**config.mk**
```make
export PLATFORM = sky130hd
export DESIGN_NAME = max_pooling_controller
export DESIGN_NICKNAME = d
export VERILOG_FILES = /design/src/rtl/max_pooling_controller.sv
export SDC_FILE = /design/constraint.sdc
export NUM_CORES = 1
export LEC_CHECK = 0
export ABC_AREA = 0
export BUFFER_PORTS_ARGS = -buffer_cell sky130_fd_sc_hd__buf_2
export CAP_MARGIN = 20
export CORE_MARGIN = 5
export CORE_UTILIZATION = 55
export CTS_CLUSTER_DIAMETER = 40
export DETAILED_ROUTE_END_ITERATION = 8
export MAX_ROUTING_LAYER = met4
export PLACE_DENSITY = 0.81
export SKIP_LAST_GASP = 1
export SYNTH_ARGS = -nofsm -noshare
export SYNTH_HDL_FRONTEND = slang
export SYNTH_SLANG_ARGS = --single-unit
```
**constraint.sdc**
```tcl
create_clock -name CLK -period 2.6 [get_ports CLK]
set_input_delay 0.13 -clock CLK [delete_from_list [all_inputs] [get_ports CLK]]
set_output_delay 0.13 -clock CLK [all_outputs]
set_load 0.05 [all_outputs]
```
**src/rtl/max_pooling_controller.sv**
```systemverilog
// Job sequencer for the Max_Pooling datapath: latches a configuration on Start,
// clears the pool, streams input columns and tags pooled columns with valid/last.
module max_pooling_controller #(
  parameter int SA_LENGTH       = 10,
  parameter int MAX_FILTER_SIZE = 7,
  parameter int POOL_LATENCY    = 1
) (
  input  logic                         CLK,
  input  logic                         ASYNC_RST,
  input  logic                         Start,
  input  logic [$clog2(SA_LENGTH):0]   CfgHeight,
  input  logic [$clog2(SA_LENGTH):0]   CfgWidth,
  input  logic [2:0]                   CfgFilterSize,
  output logic                         Busy,
  output logic                         Done,
  output logic                         CfgError,
  input  logic                         InValid,
  output logic                         InReady,
  output logic                         PoolEn,
  output logic                         PoolSyncRst,
  output logic [$clog2(SA_LENGTH)-1:0] PoolImageHeight,
  output logic [$clog2(SA_LENGTH)-1:0] PoolImageWidth,
  output logic [2:0]                   PoolFilterSize,
  output logic                         OutValid,
  output logic                         OutLast
);

  localparam int HW = $clog2(SA_LENGTH) + 1;
  localparam int PW = $clog2(SA_LENGTH);

  typedef enum logic [2:0] {
    IDLE,
    CLEAR,
    STREAM,
    DRAIN,
    DONE
  } state_e;

  state_e                  state_q, state_d;
  logic [PW-1:0]           height_q;
  logic [HW-1:0]           width_q;
  logic [2:0]              filt_q;
  logic [HW-1:0]           col_q;
  logic [2:0]              win_q;
  logic [2:0]              drain_q;
  logic                    cfg_err_q;
  logic [POOL_LATENCY-1:0] mark_v_q;
  logic [POOL_LATENCY-1:0] mark_l_q;

  logic          cfg_legal;
  logic [HW-1:0] filt_ext;
  logic          start_ok;
  logic          start_bad;
  logic          accept;
  logic          col_last;
  logic          close;

  assign filt_ext  = HW'(CfgFilterSize);
  assign cfg_legal = (CfgWidth != '0) && (CfgWidth <= HW'(SA_LENGTH)) &&
                     (CfgHeight != '0) && (CfgHeight <= HW'(SA_LENGTH)) &&
                     (CfgFilterSize != 3'd0) &&
                     (CfgFilterSize <= 3'(MAX_FILTER_SIZE)) &&
                     (filt_ext <= CfgWidth);

  // Gated by the reset level so Busy stays low while reset is held.
  assign start_ok  = ASYNC_RST && (state_q == IDLE) && Start && cfg_legal;
  assign start_bad = (state_q == IDLE) && Start && !cfg_legal;

  assign accept   = (state_q == STREAM) && InValid;
  assign col_last = (col_q == width_q - HW'(1));
  assign close    = (win_q == filt_q - 3'd1) || col_last;

  // NOTE: every signal assigned in always_comb gets a default first, so no latch is inferred.
  always_comb begin
    state_d = state_q;
    unique case (state_q)
      IDLE:    if (start_ok) state_d = CLEAR;
      CLEAR:   state_d = STREAM;
      STREAM:  if (accept && col_last) state_d = DRAIN;
      DRAIN:   if (drain_q == 3'(POOL_LATENCY - 1)) state_d = DONE;
      DONE:    state_d = IDLE;
      default: state_d = IDLE;
    endcase
  end

  // NOTE: sequential state uses non-blocking assignments only, so all registers
  // sample the pre-edge values regardless of statement order.
  always_ff @(posedge CLK or negedge ASYNC_RST) begin
    if (!ASYNC_RST) begin
      state_q   <= IDLE;
      height_q  <= '0;
      width_q   <= '0;
      filt_q    <= '0;
      col_q     <= '0;
      win_q     <= '0;
      drain_q   <= '0;
      cfg_err_q <= 1'b0;
      mark_v_q  <= '0;
      mark_l_q  <= '0;
    end else begin
      state_q   <= state_d;
      cfg_err_q <= start_bad;

      if (start_ok) begin
        height_q <= CfgHeight[PW-1:0];
        width_q  <= CfgWidth;
        filt_q   <= CfgFilterSize;
      end

      if (state_q == CLEAR) begin
        col_q <= '0;
        win_q <= '0;
      end else if (accept) begin
        col_q <= col_q + HW'(1);
        win_q <= close ? 3'd0 : win_q + 3'd1;
      end

      drain_q <= (state_q == DRAIN) ? drain_q + 3'd1 : 3'd0;

      // Marker line runs free so the pool's fixed latency is matched on every cycle.
      mark_v_q[0] <= accept && close;
      mark_l_q[0] <= accept && close && col_last;
      for (int i = 1; i < POOL_LATENCY; i++) begin
        mark_v_q[i] <= mark_v_q[i-1];
        mark_l_q[i] <= mark_l_q[i-1];
      end
    end
  end

  assign Busy            = start_ok || (state_q == CLEAR) || (state_q == STREAM) ||
                           (state_q == DRAIN);
  assign Done            = (state_q == DONE);
  assign CfgError        = cfg_err_q;
  assign InReady         = (state_q == STREAM);
  assign PoolEn          = accept;
  assign PoolSyncRst     = (state_q == CLEAR);
  assign PoolImageHeight = height_q;
  assign PoolImageWidth  = width_q[PW-1:0];
  assign PoolFilterSize  = filt_q;
  assign OutValid        = mark_v_q[POOL_LATENCY-1];
  assign OutLast         = mark_l_q[POOL_LATENCY-1];

endmodule

```
# [Word-level counts from Yosys, hierarchy flattened]
# Cells that the tools add are included.
[totals] regBits=29 input_bits=17 out_inout_bits=19 elab_cells=65
[classes] n_addsub=5 n_lt_le_gt_ge=4 eq_ne=9 mux=10 reduce_logical=27
[op_table] op="$mux 3" n=7
[op_table] op="$logic_and 1x1->1" n=15
[op_table] op="$pmux 3 s4" n=1
[op_table] op="$le 5x4->1 const B" n=2
[op_table] op="$mux 5" n=2
[op_table] op="$reduce_bool 5->1" n=2
[op_table] op="$add 3x1->3 const B" n=2
[op_table] op="$eq 3x2->1 const B" n=2
[op_table] op="$logic_not 3->1" n=2
[op_table] op="$add 5x1->5 const B" n=1
[op_table] op="$eq 5x5->1" n=1
[op_table] op="$le 3x5->1" n=1
[op_table] op="$sub 5x1->5 const B" n=1
[op_table] op="$logic_or 1x1->1" n=4
[op_table] op="$ne 2x2->1 const B" n=2
[op_table] op="$eq 3x1->1 const B" n=1
[op_table] op="$eq 3x3->1" n=1
[op_table] op="$eq 3x3->1 const B" n=1
[op_table] op="$le 3x3->1 const B" n=1
[op_table] op="$reduce_and 3->1" n=1
[op_table] op="$reduce_bool 3->1" n=1
[op_table] op="$sub 3x1->3 const B" n=1
[op_table] op="$ne 2x1->1 const B" n=1
[op_table] op="$reduce_bool 2->1" n=1
[op_table] op="$logic_not 1->1" n=1

# [Longest topological paths before layout]
[depth] depth_word=11 ltp_mapped=8 depth_no_buf=7

# [Least setup slack after synthesis]
# Ideal clock, no wire load.
[synth_path] path_type="flip-flop to flip-flop" startpoint="reg state_q[0]" endpoint="reg col_q[3]" setup_ns=0.142 arrival_time_ns=2.076 required_time_ns=2.458 slack_ns=0.382 path_stages_with_launch=7 period_less_slack_ns=2.218 cell_sequence="dfrtp_1 > nor3b_2 > nand2_1 > inv_2 > nand4_1 > xor2_1 > nor2_1"
[synth_between] elab_chain_cells=3 word_cells_on_any_way=5 classes_between="eq/ne (2); mux (1); reduce/logical (2)"
[synth_rtl] item="from (decl)" line="39" rtl="state_e state_q, state_d;"
[synth_rtl] item="from (signal assigned)" line="101" rtl="state_q <= state_d;"
[synth_rtl] item="$eq 3x2->1"
[synth_rtl] item="via InReady" line="18" rtl="output logic InReady,"
[synth_rtl] item="$logic_and 1x1->1" line="69" rtl="assign accept = (state_q == STREAM) && InValid;"
[synth_rtl] item="via PoolEn" line="19" rtl="output logic PoolEn,"
[synth_rtl] item="$reduce_bool 2->1 (no line)"
[synth_rtl] item="to (signal assigned)" line="114" rtl="col_q <= col_q + HW'(1);"
[synth_rtl] item="to (decl)" line="43" rtl="logic [HW-1:0] col_q;"
# The timed path passes the listed nets, and every way through them passes these cells.
# A chain may end at the register's enable or synchronous reset.

# [Worst setup path after layout]
[layout_path] startpoint="reg state_q[0]" endpoint="out Busy"
[layout_between] elab_chain_cells=7 word_cells_on_any_way=10 classes_between="eq/ne (3); reduce/logical (7)"
[layout_rtl] item="$logic_not 3->1" line="66" rtl="assign start_ok = ASYNC_RST && (state_q == IDLE) && Start && cfg_legal;"
[layout_rtl] item="$logic_and 1x1->1 (3 in a row)" line="66"
[layout_rtl] item="$logic_or 1x1->1 (2 in a row)" line="130" rtl="assign Busy = start_ok || (state_q == CLEAR) || (state_q == STREAM) ||"
[layout_rtl] item="$logic_or 1x1->1 (*)" line="130"
[layout_rtl] item="to (decl)" line="14" rtl="output logic Busy,"
# Mark *: on every way between the ends. The rest lies on a longest branch, timed or not.

==> report_table.html <==
<table>
<tr><th>Metric</th><th>Value</th></tr>
<tr><th colspan="2">Status</th></tr>
<tr><td>Status</td><td>complete, no violations</td></tr>
<tr><th colspan="2">Yosys</th></tr>
<tr><td>Yosys cell types</td><td>41</td></tr>
<tr><td>Biggest area consumer among synthesized cells</td><td>sky130_fd_sc_hd__dfrtp_1</td></tr>
<tr><td>Register bit count reported by yosys</td><td>29</td></tr>
<tr><td>Number of enable flip-flop cells after synthesis</td><td>0</td></tr>
<tr><td>Proportion of synthesized area in mux cells</td><td>8.91%</td></tr>
<tr><td>Main flop type after synthesis</td><td>sky130_fd_sc_hd__dfrtp_1</td></tr>
<tr><td>Summed instance area of the synthesized netlist</td><td>1610 sq um</td></tr>
<tr><td>Ranking of synthesized cells by area</td><td>sky130_fd_sc_hd__dfrtp_1 (45%), sky130_fd_sc_hd__ha_1 (7.0%), sky130_fd_sc_hd__mux2_4 (5.6%), sky130_fd_sc_hd__xor2_1 (4.9%), sky130_fd_sc_hd__nor2_1 (2.8%)</td></tr>
<tr><td>Number of warnings printed during yosys synthesis</td><td>0</td></tr>
<tr><td>Compound-Gate Fraction of Synth Area</td><td>7.75%</td></tr>
<tr><td>Post-Synth XOR/XNOR Area</td><td>7.60%</td></tr>
<tr><td>Adder-cell area share of the yosys netlist</td><td>6.98%</td></tr>
<tr><td>Commonest cells in the netlist</td><td>sky130_fd_sc_hd__dfrtp_1 (29), sky130_fd_sc_hd__nor2_1 (12), sky130_fd_sc_hd__inv_1 (11)</td></tr>
<tr><td>Largest family of logic cells by synthesized area</td><td>simple AND/OR/NAND/NOR gates</td></tr>
<tr><td>Mean instance size in the synthesized netlist</td><td>10.8 sq um</td></tr>
<tr><td>Proportion of synthesized chip area in sequential cells</td><td>45.0%</td></tr>
<tr><td>Syn nets</td><td>175</td></tr>
<tr><td>Area share of the largest cell type after synthesis</td><td>45.0%</td></tr>
<tr><td>Most repeated cell in the gate-level netlist after synthesis</td><td>sky130_fd_sc_hd__dfrtp_1</td></tr>
<tr><td>Cell count after synthesis</td><td>149</td></tr>
<tr><td>Simple-gate share of the synthesized area</td><td>18.2%</td></tr>
<tr><td>Share of async-settable or async-resettable flops after synthesis</td><td>100%</td></tr>
<tr><th colspan="2">STA</th></tr>
<tr><td>Pins Over Slew Limit</td><td>0</td></tr>
<tr><td>Total Neg Setup Slack</td><td>0 ns</td></tr>
<tr><td>Min Clock Period, post-route</td><td>2.18 ns</td></tr>
<tr><td>Hold violation count in the final report</td><td>0</td></tr>
<tr><td>Top achievable clock speed</td><td>0.458 GHz</td></tr>
<tr><td>Setup repair after global routing missed its margin</td><td>no</td></tr>
<tr><td>Pin slew with the least headroom to its limit</td><td>0.458 ns</td></tr>
<tr><td>Number of failing setup endpoints in the final timing report</td><td>0</td></tr>
<tr><td>Crit path setup slack, layout</td><td>0.416 ns</td></tr>
<tr><td>Post-route fraction of the period consumed by the critical path</td><td>84.0%</td></tr>
<tr><td>Setup Skew</td><td>0.00939 ns</td></tr>
<tr><td>Slew margin rel.</td><td>69.4%</td></tr>
<tr><th colspan="2">Critical path</th></tr>
<tr><td>Launch instance of the worst register-to-register path</td><td>width_q[0]$_DFFE_PN0P_</td></tr>
<tr><td>Worst-path cell with the longest stage delay</td><td>sky130_fd_sc_hd__dfrtp_1</td></tr>
<tr><td>Worst Path Required</td><td>2.47 ns</td></tr>
<tr><td>Internal reg-to-reg setup slack</td><td>0.57 ns</td></tr>
<tr><td>WS Path Type</td><td>reg2out</td></tr>
<tr><td>Arrival time of data at the critical path endpoint</td><td>2.05 ns</td></tr>
<tr><td>Worst-path fanout max</td><td>7</td></tr>
<tr><td>Worst setup EP type</td><td>output port</td></tr>
<tr><td>Max stage delay on crit path</td><td>0.45 ns</td></tr>
<tr><td>Cell chain of the critical path</td><td>nor2_2 -&gt; nand4b_1 -&gt; a211oi_4 -&gt; o21bai_1 -&gt; buf_2</td></tr>
<tr><td>Type of element launching the critical path</td><td>flip-flop</td></tr>
<tr><td>Timing startpoint of the critical path</td><td>state_q[0]$_DFFE_PN0P_</td></tr>
<tr><th colspan="2">Floorplanning</th></tr>
<tr><td>I/O pin count</td><td>36</td></tr>
<tr><td>Row count</td><td>19</td></tr>
<tr><td>Initial Utilization</td><td>58.0%</td></tr>
<tr><td>Die Span X</td><td>64.2 microns</td></tr>
<tr><td>CORE AREA</td><td>2780 sq um</td></tr>
<tr><td>Die footprint</td><td>4120 sq um</td></tr>
<tr><td>Die extent in y</td><td>64.2 microns</td></tr>
<tr><th colspan="2">Global routing</th></tr>
<tr><td>Overall overflow remaining after global route</td><td>0</td></tr>
<tr><td>All-Layer GR Usage</td><td>18.9%</td></tr>
<tr><td>Via count of the first global-routing pass</td><td>1325</td></tr>
<tr><td>Number of antenna violations at the first check in global routing</td><td>0</td></tr>
<tr><td>Global-route wire length before repair</td><td>5840 microns</td></tr>
<tr><td>Largest net degree at the start of global routing</td><td>30</td></tr>
<tr><th colspan="2">Clock tree</th></tr>
<tr><td>Clock tree from TritonCTS</td><td>yes</td></tr>
<tr><td>Post-CTS setup buffer count</td><td>0</td></tr>
<tr><td>Clock-pin slew reported for the worst setup and hold paths after clock tree synthesis</td><td>0.10 ns</td></tr>
<tr><td>Worst-Skew Late Latency</td><td>0.33 ns</td></tr>
<tr><td>Deepest level of the CTS H-tree</td><td>2</td></tr>
<tr><td>Buffer levels on the longest clock path</td><td>2</td></tr>
<tr><td>Root buffer selected by CTS</td><td>sky130_fd_sc_hd__clkbuf_4</td></tr>
<tr><td>Sinks on Clock Net</td><td>29</td></tr>
<tr><td>Number of buffers added by the clock tree synthesis step</td><td>5</td></tr>
<tr><td>Resize count post-CTS</td><td>0</td></tr>
<tr><th colspan="2">Cells and area</th></tr>
<tr><td>Area taken by multi-input logic gates</td><td>798 sq um</td></tr>
<tr><td>Number of diodes</td><td>0</td></tr>
<tr><td>FF+latch area</td><td>726 sq um</td></tr>
<tr><td>Final non-filler cell area</td><td>1870 sq um</td></tr>
<tr><td>Layout fillers</td><td>224</td></tr>
<tr><td>Area grow syn2layout</td><td>15.7%</td></tr>
<tr><td>Final Util</td><td>67.1%</td></tr>
<tr><td>Number of non-filler instances in the completed layout</td><td>222</td></tr>
<tr><td>Share of post-route cells with drive strength above 1</td><td>31.4%</td></tr>
<tr><td>Nets</td><td>216</td></tr>
<tr><th colspan="2">Place</th></tr>
<tr><td>Pre-CTS setup slack</td><td>0.490 ns</td></tr>
<tr><td>Placed cells</td><td>213</td></tr>
<tr><td>Final RePlAce weighted congestion</td><td>0.788</td></tr>
<tr><td>Placed wire-length estimate</td><td>2650 microns</td></tr>
<tr><td>Instance area after placement</td><td>1810 sq um</td></tr>
<tr><td>Port-buffer cells</td><td>35</td></tr>
<tr><th colspan="2">Route</th></tr>
<tr><td>First-pass iteration count of the detailed router</td><td>4</td></tr>
<tr><td>Detailed-route DRC error count</td><td>0</td></tr>
<tr><td>Routed wire length</td><td>3380 microns</td></tr>
<tr><td>Final antenna-violating net count</td><td>0</td></tr>
<tr><td>Routed vias</td><td>1233</td></tr>
<tr><td>Mean routed wirelength per cell</td><td>15.2 microns</td></tr>
<tr><td>First DRT Iteration DRCs</td><td>64</td></tr>
<tr><td>Vias per inst</td><td>5.55</td></tr>
<tr><th colspan="2">Power and ir drop</th></tr>
<tr><td>Power per cell area</td><td>1120 nW/um^2</td></tr>
<tr><td>Standby leakage power</td><td>0.960 nW</td></tr>
<tr><td>Maximum vdd drop</td><td>0.000909 V</td></tr>
<tr><th colspan="2">Worst hold path</th></tr>
<tr><td>Hold/Removal Path Class</td><td>in2reg</td></tr>
<tr><td>Launch instance of the worst min-delay path</td><td>Start</td></tr>
<tr><th colspan="2">Flow run</th></tr>
<tr><td>MaxCap Viol Count</td><td>0</td></tr>
</table>
state kept, by name, summed over array words and instances (netlist names):
signal	flops
CfgError	1
OutLast	1
OutValid	1
PoolFilterSize	3
PoolImageHeight	4
col_q	5
drain_q	3
state_q	3
width_q	5
win_q	3
power breakdown:
group	internal (W)	switching, W	leakage [nW]	total (W)
Combinational	0.000362	0.000712	0.551	0.00107
Sequential	0.000591	0.000152	0.378	0.000743
Clock	0.000103	0.000167	0.0320	0.000270
Total	0.00106	0.00103	0.960	0.00209
cells in the final DEF, fill, tap and decap left out, drive strengths merged, types with 4 or more instances in the layout:
| master | instances |
|---|---|
| inv | 12 |
| o21ai | 4 |
| buf | 38 |
| nor2 | 13 |
| nand2 | 8 |
| mux2 | 9 |
| nor2b | 4 |
| dfrtp | 29 |
| xor2 | 9 |
| nand3 | 7 |
| ha | 9 |
| nor3 | 4 |
| xnor2 | 5 |
| clkbuf | 6 |
path summary, 6_finish.rpt:
path / end / depth (start not counted)
worst max register to register: state_q[0]$_DFFE_PN0P_ / 7
worst max-delay path: Busy / 5
worst min-delay path: CfgError$_DFF_PN0_ / 2
worst min register to register: drain_q[0]$_DFF_PN0_ / 1
max in group asynchronous: drain_q[0]$_DFF_PN0_ / 3
min in group asynchronous: col_q[0]$_DFFE_PN0P_ / 3
area by class of cell:
| type | count | area share, % |
|---|---|---|
| timing repair buffer | 39 | 11.1 |
| clock inverter | 2 | 0.536 |
| sequential | 29 | 38.9 |
| inverter | 12 | 2.41 |
| tap | 31 | 2.08 |
| clock buffer | 6 | 2.21 |
| multi-input combinational | 103 | 42.8 |
critical path, delay by kind of cell, from the launching register on:
kind                   cells  cell delay [ns]
AOI/OAI and AO/OA          2             0.61
DFF                        1             0.45
and+or+nand+nor            2             0.38
buffers and inverters      1             0.28
cells by family after synthesis:
family / Yosys count
buf+inv: 17
fa+ha+maj: 9
compound gates: 16
xor+xnor: 14
mux: 11
simple gates: 53
flops: 29
through the flow:
step           hold slack (ns)  total power, W
3_3_place_gp             0.208         0.00179
6_report                0.0601         0.00209
3_5_place_dp             0.213         0.00183
2_1_floorplan           -0.166         0.00160
4_1_cts                 0.0456         0.00210
5_1_grt                 0.0466         0.00222
layer usage:
metal / vias up / wire length [microns] / GRT usage, %
met4: 0 / 68 / 7.63
li1: 598 / - / -
met3: 7 / 177 / 5.78
met1: 596 / 1400 / 20.6
met2: 32 / 1730 / 32.0
met5: - / 0 / -
timing repair:
| item | in CTS | in global routing |
|---|---|---|
| setup endpoints to repair | 0 | 0 |
| hold buffers | 1 | 0 |
| hold endpoints to repair | 29 | 0 |
No activity file was read; power rests on OpenSTA's default activity.
